## src/rtl/legv8_pkg.sv

```systemverilog
// Shared widths, XZR index, ALU opcode encoding and the ID/EX register layout
// for the LEGv8 execute front end.
package legv8_pkg;
   localparam int DW = 64;
   localparam int RW = 5;
   localparam logic [RW-1:0] XZR = 5'd31;

   localparam logic [3:0] ALU_AND = 4'b0000;
   localparam logic [3:0] ALU_OR  = 4'b0001;
   localparam logic [3:0] ALU_ADD = 4'b0010;
   localparam logic [3:0] ALU_XOR = 4'b0011;
   localparam logic [3:0] ALU_SLL = 4'b0100;
   localparam logic [3:0] ALU_SRL = 4'b0101;
   localparam logic [3:0] ALU_SUB = 4'b0110;
   localparam logic [3:0] ALU_LUI = 4'b0111;
   localparam logic [3:0] ALU_NOR = 4'b1100;

   typedef struct packed {
      logic          valid;
      logic [3:0]    op;
      logic [RW-1:0] rs1;
      logic [RW-1:0] rs2;
      logic [RW-1:0] rd;
      logic [DW-1:0] rs1_val;
      logic [DW-1:0] rs2_val;
      logic [DW-1:0] imm;
      logic          use_imm;
      logic [5:0]    shamt;
      logic          reg_write;
      logic          mem_read;
      logic          mem_write;
   } id_ex_t;
endpackage

```

## src/rtl/id_ex_stage_if.sv

```systemverilog
// Decode-side inputs, writer feedback ports and EX-side outputs of the ID/EX stage.
interface id_ex_stage_if;
   import legv8_pkg::*;

   logic          id_valid;
   logic [3:0]    id_alu_op;
   logic [RW-1:0] id_rs1;
   logic [RW-1:0] id_rs2;
   logic [RW-1:0] id_rd;
   logic [DW-1:0] id_rs1_data;
   logic [DW-1:0] id_rs2_data;
   logic [DW-1:0] id_imm;
   logic          id_use_imm;
   logic [5:0]    id_shamt;
   logic          id_reg_write;
   logic          id_mem_read;
   logic          id_mem_write;
   logic          hold;
   logic          flush;
   logic [RW-1:0] exm_rd;
   logic          exm_reg_write;
   logic [DW-1:0] exm_result;
   logic [RW-1:0] wb_rd;
   logic          wb_reg_write;
   logic [DW-1:0] wb_result;

   logic          ex_valid;
   logic [3:0]    ex_op;
   logic [DW-1:0] ex_a;
   logic [DW-1:0] ex_b;
   logic [5:0]    ex_shamt;
   logic [RW-1:0] ex_rd;
   logic          ex_reg_write;
   logic          ex_mem_read;
   logic          ex_mem_write;
   logic [DW-1:0] ex_store_data;
   logic          load_use_stall;

   modport master (
      output id_valid, id_alu_op, id_rs1, id_rs2, id_rd, id_rs1_data, id_rs2_data,
             id_imm, id_use_imm, id_shamt, id_reg_write, id_mem_read, id_mem_write,
             hold, flush, exm_rd, exm_reg_write, exm_result, wb_rd, wb_reg_write, wb_result,
      input  ex_valid, ex_op, ex_a, ex_b, ex_shamt, ex_rd, ex_reg_write, ex_mem_read,
             ex_mem_write, ex_store_data, load_use_stall
   );

   modport slave (
      input  id_valid, id_alu_op, id_rs1, id_rs2, id_rd, id_rs1_data, id_rs2_data,
             id_imm, id_use_imm, id_shamt, id_reg_write, id_mem_read, id_mem_write,
             hold, flush, exm_rd, exm_reg_write, exm_result, wb_rd, wb_reg_write, wb_result,
      output ex_valid, ex_op, ex_a, ex_b, ex_shamt, ex_rd, ex_reg_write, ex_mem_read,
             ex_mem_write, ex_store_data, load_use_stall
   );
endinterface

```

## src/rtl/fwd_mux.sv

```systemverilog
// Operand bypass: EX/MEM beats MEM/WB beats the registered value; XZR always reads 0.
module fwd_mux
   import legv8_pkg::*;
(
   input  logic [RW-1:0] src,
   input  logic [DW-1:0] reg_val,
   input  logic [RW-1:0] exm_rd,
   input  logic          exm_reg_write,
   input  logic [DW-1:0] exm_result,
   input  logic [RW-1:0] wb_rd,
   input  logic          wb_reg_write,
   input  logic [DW-1:0] wb_result,
   output logic [DW-1:0] fwd_val
);
   always_comb begin
      fwd_val = reg_val;
      if (src == XZR)
         fwd_val = '0;
      else if (exm_reg_write && exm_rd == src)
         fwd_val = exm_result;
      else if (wb_reg_write && wb_rd == src)
         fwd_val = wb_result;
   end
endmodule

```

## src/rtl/id_ex_stage.sv

```systemverilog
// ID/EX pipeline register with combinational operand forwarding, load-use
// bubble insertion, downstream hold and branch flush.
module id_ex_stage
   import legv8_pkg::*;
(
   input  logic          clk,
   input  logic          reset,
   id_ex_stage_if.slave  bus
);
   id_ex_t        st_q;
   id_ex_t        st_d;
   logic [DW-1:0] fwd_a;
   logic [DW-1:0] fwd_b;
   logic [DW-1:0] fwd_st;
   logic          lus;

   fwd_mux u_fwd_a (
      .src(st_q.rs1), .reg_val(st_q.rs1_val),
      .exm_rd(bus.exm_rd), .exm_reg_write(bus.exm_reg_write), .exm_result(bus.exm_result),
      .wb_rd(bus.wb_rd), .wb_reg_write(bus.wb_reg_write), .wb_result(bus.wb_result),
      .fwd_val(fwd_a)
   );

   fwd_mux u_fwd_b (
      .src(st_q.rs2), .reg_val(st_q.rs2_val),
      .exm_rd(bus.exm_rd), .exm_reg_write(bus.exm_reg_write), .exm_result(bus.exm_result),
      .wb_rd(bus.wb_rd), .wb_reg_write(bus.wb_reg_write), .wb_result(bus.wb_result),
      .fwd_val(fwd_b)
   );

   fwd_mux u_fwd_st (
      .src(st_q.rs2), .reg_val(st_q.rs2_val),
      .exm_rd(bus.exm_rd), .exm_reg_write(bus.exm_reg_write), .exm_result(bus.exm_result),
      .wb_rd(bus.wb_rd), .wb_reg_write(bus.wb_reg_write), .wb_result(bus.wb_result),
      .fwd_val(fwd_st)
   );

   assign lus = st_q.valid && st_q.mem_read && (st_q.rd != XZR) && bus.id_valid &&
                ((st_q.rd == bus.id_rs1) || ((st_q.rd == bus.id_rs2) && !bus.id_use_imm));

   assign bus.ex_valid       = st_q.valid;
   assign bus.ex_op          = st_q.op;
   assign bus.ex_a           = fwd_a;
   assign bus.ex_b           = st_q.use_imm ? st_q.imm : fwd_b;
   assign bus.ex_shamt       = st_q.shamt;
   assign bus.ex_rd          = st_q.valid ? st_q.rd : '0;
   assign bus.ex_reg_write   = st_q.valid & st_q.reg_write;
   assign bus.ex_mem_read    = st_q.valid & st_q.mem_read;
   assign bus.ex_mem_write   = st_q.valid & st_q.mem_write;
   assign bus.ex_store_data  = fwd_st;
   assign bus.load_use_stall = lus;

   always_comb begin
      st_d = st_q;
      if (bus.flush) begin
         st_d.valid     = 1'b0;
         st_d.reg_write = 1'b0;
         st_d.mem_read  = 1'b0;
         st_d.mem_write = 1'b0;
      end else if (bus.hold) begin
         // Capture bypassed values so a writer retiring during the stall is not lost.
         st_d.rs1_val = fwd_a;
         st_d.rs2_val = fwd_b;
      end else if (lus) begin
         st_d.valid     = 1'b0;
         st_d.reg_write = 1'b0;
         st_d.mem_read  = 1'b0;
         st_d.mem_write = 1'b0;
      end else begin
         st_d.valid     = bus.id_valid;
         st_d.op        = bus.id_alu_op;
         st_d.rs1       = bus.id_rs1;
         st_d.rs2       = bus.id_rs2;
         st_d.rd        = bus.id_rd;
         st_d.rs1_val   = bus.id_rs1_data;
         st_d.rs2_val   = bus.id_rs2_data;
         st_d.imm       = bus.id_imm;
         st_d.use_imm   = bus.id_use_imm;
         st_d.shamt     = bus.id_shamt;
         st_d.reg_write = bus.id_reg_write;
         st_d.mem_read  = bus.id_mem_read;
         st_d.mem_write = bus.id_mem_write;
      end
   end

   always_ff @(posedge clk or posedge reset) begin
      if (reset)
         st_q <= '0;
      else
         st_q <= st_d;
   end
endmodule

```

## src/flat_wrapper.sv

```systemverilog
// flat-port wrapper written by rule: the top's interface ports become plain ports
module id_ex_stage_flat import legv8_pkg::*;
  (clk, reset, bus_id_valid, bus_id_alu_op, bus_id_rs1, bus_id_rs2, bus_id_rd, bus_id_rs1_data, bus_id_rs2_data, bus_id_imm, bus_id_use_imm, bus_id_shamt, bus_id_reg_write, bus_id_mem_read, bus_id_mem_write, bus_hold, bus_flush, bus_exm_rd, bus_exm_reg_write, bus_exm_result, bus_wb_rd, bus_wb_reg_write, bus_wb_result, bus_ex_valid, bus_ex_op, bus_ex_a, bus_ex_b, bus_ex_shamt, bus_ex_rd, bus_ex_reg_write, bus_ex_mem_read, bus_ex_mem_write, bus_ex_store_data, bus_load_use_stall);
  id_ex_stage_if bus_i ();
  input  logic clk;
  input  logic reset;
  input wire logic [$bits(bus_i.id_valid)-1:0] bus_id_valid;
  input wire logic [$bits(bus_i.id_alu_op)-1:0] bus_id_alu_op;
  input wire logic [$bits(bus_i.id_rs1)-1:0] bus_id_rs1;
  input wire logic [$bits(bus_i.id_rs2)-1:0] bus_id_rs2;
  input wire logic [$bits(bus_i.id_rd)-1:0] bus_id_rd;
  input wire logic [$bits(bus_i.id_rs1_data)-1:0] bus_id_rs1_data;
  input wire logic [$bits(bus_i.id_rs2_data)-1:0] bus_id_rs2_data;
  input wire logic [$bits(bus_i.id_imm)-1:0] bus_id_imm;
  input wire logic [$bits(bus_i.id_use_imm)-1:0] bus_id_use_imm;
  input wire logic [$bits(bus_i.id_shamt)-1:0] bus_id_shamt;
  input wire logic [$bits(bus_i.id_reg_write)-1:0] bus_id_reg_write;
  input wire logic [$bits(bus_i.id_mem_read)-1:0] bus_id_mem_read;
  input wire logic [$bits(bus_i.id_mem_write)-1:0] bus_id_mem_write;
  input wire logic [$bits(bus_i.hold)-1:0] bus_hold;
  input wire logic [$bits(bus_i.flush)-1:0] bus_flush;
  input wire logic [$bits(bus_i.exm_rd)-1:0] bus_exm_rd;
  input wire logic [$bits(bus_i.exm_reg_write)-1:0] bus_exm_reg_write;
  input wire logic [$bits(bus_i.exm_result)-1:0] bus_exm_result;
  input wire logic [$bits(bus_i.wb_rd)-1:0] bus_wb_rd;
  input wire logic [$bits(bus_i.wb_reg_write)-1:0] bus_wb_reg_write;
  input wire logic [$bits(bus_i.wb_result)-1:0] bus_wb_result;
  output wire logic [$bits(bus_i.ex_valid)-1:0] bus_ex_valid;
  output wire logic [$bits(bus_i.ex_op)-1:0] bus_ex_op;
  output wire logic [$bits(bus_i.ex_a)-1:0] bus_ex_a;
  output wire logic [$bits(bus_i.ex_b)-1:0] bus_ex_b;
  output wire logic [$bits(bus_i.ex_shamt)-1:0] bus_ex_shamt;
  output wire logic [$bits(bus_i.ex_rd)-1:0] bus_ex_rd;
  output wire logic [$bits(bus_i.ex_reg_write)-1:0] bus_ex_reg_write;
  output wire logic [$bits(bus_i.ex_mem_read)-1:0] bus_ex_mem_read;
  output wire logic [$bits(bus_i.ex_mem_write)-1:0] bus_ex_mem_write;
  output wire logic [$bits(bus_i.ex_store_data)-1:0] bus_ex_store_data;
  output wire logic [$bits(bus_i.load_use_stall)-1:0] bus_load_use_stall;
  assign bus_i.id_valid = bus_id_valid;
  assign bus_i.id_alu_op = bus_id_alu_op;
  assign bus_i.id_rs1 = bus_id_rs1;
  assign bus_i.id_rs2 = bus_id_rs2;
  assign bus_i.id_rd = bus_id_rd;
  assign bus_i.id_rs1_data = bus_id_rs1_data;
  assign bus_i.id_rs2_data = bus_id_rs2_data;
  assign bus_i.id_imm = bus_id_imm;
  assign bus_i.id_use_imm = bus_id_use_imm;
  assign bus_i.id_shamt = bus_id_shamt;
  assign bus_i.id_reg_write = bus_id_reg_write;
  assign bus_i.id_mem_read = bus_id_mem_read;
  assign bus_i.id_mem_write = bus_id_mem_write;
  assign bus_i.hold = bus_hold;
  assign bus_i.flush = bus_flush;
  assign bus_i.exm_rd = bus_exm_rd;
  assign bus_i.exm_reg_write = bus_exm_reg_write;
  assign bus_i.exm_result = bus_exm_result;
  assign bus_i.wb_rd = bus_wb_rd;
  assign bus_i.wb_reg_write = bus_wb_reg_write;
  assign bus_i.wb_result = bus_wb_result;
  assign bus_ex_valid = bus_i.ex_valid;
  assign bus_ex_op = bus_i.ex_op;
  assign bus_ex_a = bus_i.ex_a;
  assign bus_ex_b = bus_i.ex_b;
  assign bus_ex_shamt = bus_i.ex_shamt;
  assign bus_ex_rd = bus_i.ex_rd;
  assign bus_ex_reg_write = bus_i.ex_reg_write;
  assign bus_ex_mem_read = bus_i.ex_mem_read;
  assign bus_ex_mem_write = bus_i.ex_mem_write;
  assign bus_ex_store_data = bus_i.ex_store_data;
  assign bus_load_use_stall = bus_i.load_use_stall;
  id_ex_stage u_core (.clk(clk), .reset(reset), .bus(bus_i));
endmodule
```

## config.mk

```make
export PLATFORM = sky130hd
export DESIGN_NAME = id_ex_stage_flat
export DESIGN_NICKNAME = d
export VERILOG_FILES = /design/src/rtl/legv8_pkg.sv /design/src/rtl/id_ex_stage_if.sv /design/src/rtl/fwd_mux.sv /design/src/rtl/id_ex_stage.sv /design/src/flat_wrapper.sv
export SDC_FILE = /design/constraint.sdc
export NUM_CORES = 1
export LEC_CHECK = 0
export CORE_AREA = 2 2 224 226
export CTS_BUF_LIST = sky130_fd_sc_hd__clkbuf_8
export CTS_CLUSTER_DIAMETER = 30
export DETAILED_ROUTE_END_ITERATION = 8
export DIE_AREA = 0 0 226 228
export PLACE_DENSITY = 0.57
export SYNTH_ARGS = -nofsm -noshare
export SYNTH_HDL_FRONTEND = slang
export SYNTH_SLANG_ARGS = --single-unit
```

## constraint.sdc

```tcl
create_clock -name clk -period 14.35 [get_ports clk]
set_input_delay 2.87 -clock clk [delete_from_list [all_inputs] [get_ports clk]]
set_output_delay 2.87 -clock clk [all_outputs]
set_load 0.02 [all_outputs]
```

; ---- Word-level counts from Yosys, hierarchy flattened
; Cells that the tools add are included.
[totals]
register_bits = 222
in_bits = 366
output_inout_bits = 212
word_cells = 59
[classes]
eq_ne = 11
n_mux = 16
bitwise_logic = 6
n_reduce_logical = 13
[ops]
columns = cell, n
row1 = two-way mux 64 bit, 7
row2 = two-way mux 218 bit, 1
row3 = two-way mux 128 bit, 1
row4 = equality test 5 bit, 6
row5 = two-way mux 20 bit, 1
row6 = "equality test 5 bit, second input constant", 2
row7 = logical AND 1 bit, 9
row8 = two-way mux 3 bit, 3
row9 = two-way mux 5 bit, 1
row10 = "!= test 5 bit, second input constant", 1
row11 = AND 1 bit, 3
row12 = inverter 1 bit, 3
row13 = AND reduction 3 bit, 1
row14 = two-way mux 1 bit, 2
row15 = "!= test 2 x 1 -> 1 bit, second input constant", 1
row16 = "!= test 2 bit, second input constant", 1
row17 = AND reduction 2 bit, 1
row18 = logical NOT 1 bit, 1
row19 = logical OR 1 bit, 1

; ---- Depth between registers and ports, before layout
[depth]
word_depth = 7
mapped_depth = 10
mapped_depth_nobuf = 7

; ---- Hierarchy
; A second synthesis with hierarchy kept.
[hier_totals]
cells_unflattened = 2057
area_unflattened_um2 = 18838.1
[by_module_without_submodules]
columns = mod, instances, cells_each, area_per_inst_um2
row1 = id_ex_stage, 1, 1052, 11736.3
row2 = fwd_mux, 3, 335, 2367.3

; ---- Worst setup path after synthesis
; Ideal clock, no wire load.
[synth_timing]
path_type = input to output
start = input bus_wb_rd[4]
end = output bus_ex_b[1]
arrival_ns = 4.702
required_time_ns = 11.480
slack_ns = 6.778
cell_stages = 8
n_path_buf = 2
cell_sequence = xor2_1 -> nor4_1 -> and3_1 -> buf_2 -> buf_2 -> nand2_1 -> a31oi_1 -> mux2_2
[synth_between]
elab_chain_len = 6
[synth_rtl]
columns = element, line
row1 = from (decl), flat_wrapper.sv:25  ; input wire logic [$bits(bus_i.wb_rd)-1:0] bus_wb_rd;
row2 = equality test 5 bit, n/a
row3 = logical AND 1 bit, n/a
row4 = two-way mux 64 bit (3 in series), n/a
row5 = via bus_ex_store_data[1], flat_wrapper.sv:37  ; output wire logic [$bits(bus_i.ex_store_data)-1:0] bus_ex_store_data;
row6 = two-way mux 64 bit, id_ex_stage.sv:44  ; assign bus.ex_b = st_q.use_imm ? st_q.imm : fwd_b;
row7 = to (decl), flat_wrapper.sv:31  ; output wire logic [$bits(bus_i.ex_b)-1:0] bus_ex_b;
; The timed path passes the listed nets, and every way through them passes these cells.

; ---- Worst setup path after layout
[layout_timing]
start = input bus_wb_rd[4]
end = output bus_ex_b[49]
[layout_between]
elab_chain_len = 6
[layout_rtl]
columns = element, line
row1 = equality test 5 bit, fwd_mux.sv:21  ; else if (wb_reg_write && wb_rd == src)
row2 = logical AND 1 bit, fwd_mux.sv:21
row3 = two-way mux 64 bit, fwd_mux.sv:21
row4 = two-way mux 64 bit, fwd_mux.sv:19  ; else if (exm_reg_write && exm_rd == src)
row5 = two-way mux 64 bit, fwd_mux.sv:17  ; if (src == XZR)
row6 = two-way mux 64 bit, id_ex_stage.sv:44
; No other way between the ends.

==> impl_results.md <==
- Outcome: finished, final reports clean
- Register area share after synthesis: 0.395
- Origin of the critical flop-to-flop path: u_core.st_q[204]
- Via count: 15200
- Post-synthesis xor/xnor area fraction: 0.0187
- Adder-Cell Fraction of Synth Area: 0
- Share of cells above drive strength 1: 0.196
- Post-route setup TNS: 0 ps
- Syn Inst Count: 1492
- Row count: 82
- Post-synthesis mux area share: 0.123
- Worst-margin pin slew: 1110 ps
- Simple-Gate Fraction of Synth Area: 0.175
- Fill cell count: 4776
- Slew Limit Fails: 0
- Max Fclk: 105 MHz
- Critical path peak fanout: 64
- RR Endpoint: u_core.st_q[107]
- Crit path kind: primary input to primary output
- GRT overflow: 0
- Skew-Pair Late Insertion Delay: 640 ps
- Critical path's slowest cell: and3_4
- Fin. Hold Viols: 0
- Ports: 578
- R2R Setup Slk: 9510 ps
- Post-synth EDFFs: 0
- RSZ-0062 raised after global routing: no
- DRC marker count from the first detailed-route iteration: 1557
- Final estimated routing congestion in global placement: 0.864
- CP endpoint kind: primary output
- Worst-path clk slew: 50 ps
- Post-CTS Setup Inserts: 0
- Clock Path Buffers: 3
- Detailed placer's ending HPWL: 43.7 mm
- YS warnings: 0
- Final min period: 9520 ps
- Pre-antenna DRT Iters: 5
- # setup viols final: 0
- CTS Hold Bufs: 0
- Root Driver: clkbuf_8
- Primary FF master, synth: dfrtp_1
- Area after DPL: 20200 µm²
- Design area: 21900 µm²
- Worst Clk Skew: 42.8 ps
- CTS Sinks: 222
- Pin count of the biggest net entering global routing: 105
- Reg2Reg Depth: 8
- Die width: 226 µm
- First-pass GRT wire length: 101 mm
- Post-Syn Area: 14100 µm²
- Via/cell ratio: 5.57
- Yosys cell types: 39
- Synth Area in Compound Gates: 0.235
- Largest family of logic cells by synthesized area: compound AO/OA/AOI/OAI gates
- Final ANT Viol Nets: 0
- Syn nets: 1858
- Crit path max-delay family: simple AND/OR/NAND/NOR gates
- LEAKAGE: 8.42 nW
- Gates resized, CTS repair: 0
- DR WL/cell: 25.2 µm
- Port Buf Inserts: 577
- Top cell by count, worst path: clkdlybuf4s50_1
- Total core area: 49300 µm²
- Effective utilization at floorplan: 0.285
- WHS Path Cells: 1
- Die area: 51500 µm²
- Slew headroom: 0.261
- Die height: 228 µm
- Cts bufs inserted: 77
- Required time worst endpoint: 11480 ps
- Post-route total power: 0.00292 W
- Mean post-synth cell area: 9.42 µm²
- Min-delay src: u_core.st_q[1]
- VDD IR max: 0.0000857 V
- CTS tree: built
- Vias in the first global route: 15500
- Initial antenna violation count: 8
- Slowest Stage Delay on Critical Path: 960 ps
- Fin crit share: 0.664
- Worst path bufs/invs: 2
- Area Overhead vs Synth: 55.7%
- Critical Path, Cell by Cell: clkdlybuf4s50_1 > xor2_1 > nor4_1 > and3_4 > nand2_1 > a31oi_1 > mux2_2 > clkdlybuf4s50_1
- Post-synth ARST share: 1.00
- Remaining DRCs: 0
- PD cells: 134 nW/µm²
- CP Launch Type: primary input
- Layout net count: 2359
- Seq cells post-synth: 222
- Post-Route WL: 68.6 mm
- H-tree levels: 3
- Worst Hold Class: register to register
- Total GRT Usage: 0.259
- Hold Path Sink: u_core.st_q[1]
- CP arrival: 6650 ps
- Max-Cap Viols: 0
per-stage QoR:
step,worst slack (ps),utilization,hold slack (ps),std cells
2_1_floorplan,5400,-,458,1492
3_3_place_gp,4960,0.408,475,2586
3_5_place_dp,4920,0.408,479,2586
4_1_cts,4900,0.443,497,2723
5_1_grt,4710,0.443,514,2727
6_report,4830,0.443,493,2727
final cells by class:
| type | instances | area (µm²) | share of cell area |
|---|---|---|---|
| clock buffer | 100 | 1380 | 0.0629 |
| tap | 672 | 841 | 0.0384 |
| antenna | 4 | 10.0 | 0.000458 |
| sequential | 222 | 5560 | 0.254 |
| inverter | 6 | 35.0 | 0.00160 |
| timing repair buffer | 589 | 5860 | 0.268 |
| multi-input combinational | 1097 | 7870 | 0.360 |
| clock inverter | 37 | 332 | 0.0152 |
state kept, by name (all words and copies together), names as in the netlist:
register / cells
u_core.bus.ex_valid: 1
u_core.bus.ex_op: 4
u_core.st_q: 211
u_core.bus.ex_shamt: 6
cell families after synthesis:
kind of cell	Yosys count
AND/OR/NAND/NOR	480
buffers and inverters	173
XOR/XNOR	30
flip-flops	222
multiplexers	154
AO/OA/AOI/OAI	433
layer usage:
layer	share of wire	track usage	vias to the layer above
li1	-	-	6643
met1	0.41	0.336	7562
met2	0.46	0.405	839
met3	0.094	0.0783	130
met4	0.029	0.0923	8
met5	0.00073	0	-
layout by cell type (no fill, tap or decap), types with 2 or more instances in the layout:
| cell | n |
|---|---|
| dfrtp_1 | 221 |
| o22a_1 | 38 |
| and2_1 | 8 |
| clkinv_2 | 15 |
| nand4_1 | 3 |
| nand2b_1 | 102 |
| nand3_1 | 3 |
| o221a_2 | 89 |
| o22ai_1 | 2 |
| buf_4 | 15 |
| clkdlybuf4s50_1 | 574 |
| or4_1 | 89 |
| a31oi_1 | 128 |
| o221a_1 | 38 |
| xnor2_1 | 18 |
| and3_1 | 2 |
| diode_2 | 4 |
| clkinvlp_4 | 3 |
| or2_2 | 2 |
| a22o_1 | 4 |
| inv_1 | 16 |
| nand3_4 | 5 |
| xor2_1 | 12 |
| and3_4 | 2 |
| bufinv_16 | 6 |
| nand2_1 | 257 |
| mux2_2 | 154 |
| clkbuf_8 | 100 |
| o21ai_0 | 126 |
synth_stat cells (all sizes together) (2+ instances only):
library cell / number / share of area
nor4: 2 / 0.0013
a22o: 4 / 0.0025
a31oi: 128 / 0.057
o22a: 38 / 0.024
a21oi: 2 / 0.00098
dfrtp: 222 / 0.40
o22ai: 2 / 0.00089
inv: 5 / 0.0013
clkbuf: 124 / 0.033
mux2: 154 / 0.12
nor2: 2 / 0.00053
and2: 8 / 0.0036
or4: 89 / 0.048
or2: 2 / 0.00089
xor2: 12 / 0.0075
xnor2: 18 / 0.011
o221a: 127 / 0.10
nand3: 8 / 0.0028
nand4: 3 / 0.0013
nand2: 258 / 0.069
o21ai: 128 / 0.046
nand2b: 102 / 0.045
and3: 4 / 0.0018
buf: 43 / 0.018
report_power, final:
| group | switching (W) | internal (W) |
|---|---|---|
| sequential | 0.0000777 | 0.000723 |
| combinational | 0.000499 | 0.000504 |
| clock | 0.000393 | 0.000726 |
how the worst max path moves through the flow:
stage / startpoint / to / depth (start not counted)
floorplan: reset / u_core.bus.ex_op[0] / 1
global placement: bus_wb_rd[4] / bus_ex_b[49] / 8
detailed placement: bus_wb_rd[4] / bus_ex_b[49] / 8
CTS: bus_wb_rd[4] / bus_ex_b[49] / 8
global route: bus_wb_rd[4] / bus_ex_b[49] / 8
finish: bus_wb_rd[4] / bus_ex_b[49] / 8
Note: power is estimated with default switching activity, not from simulation.
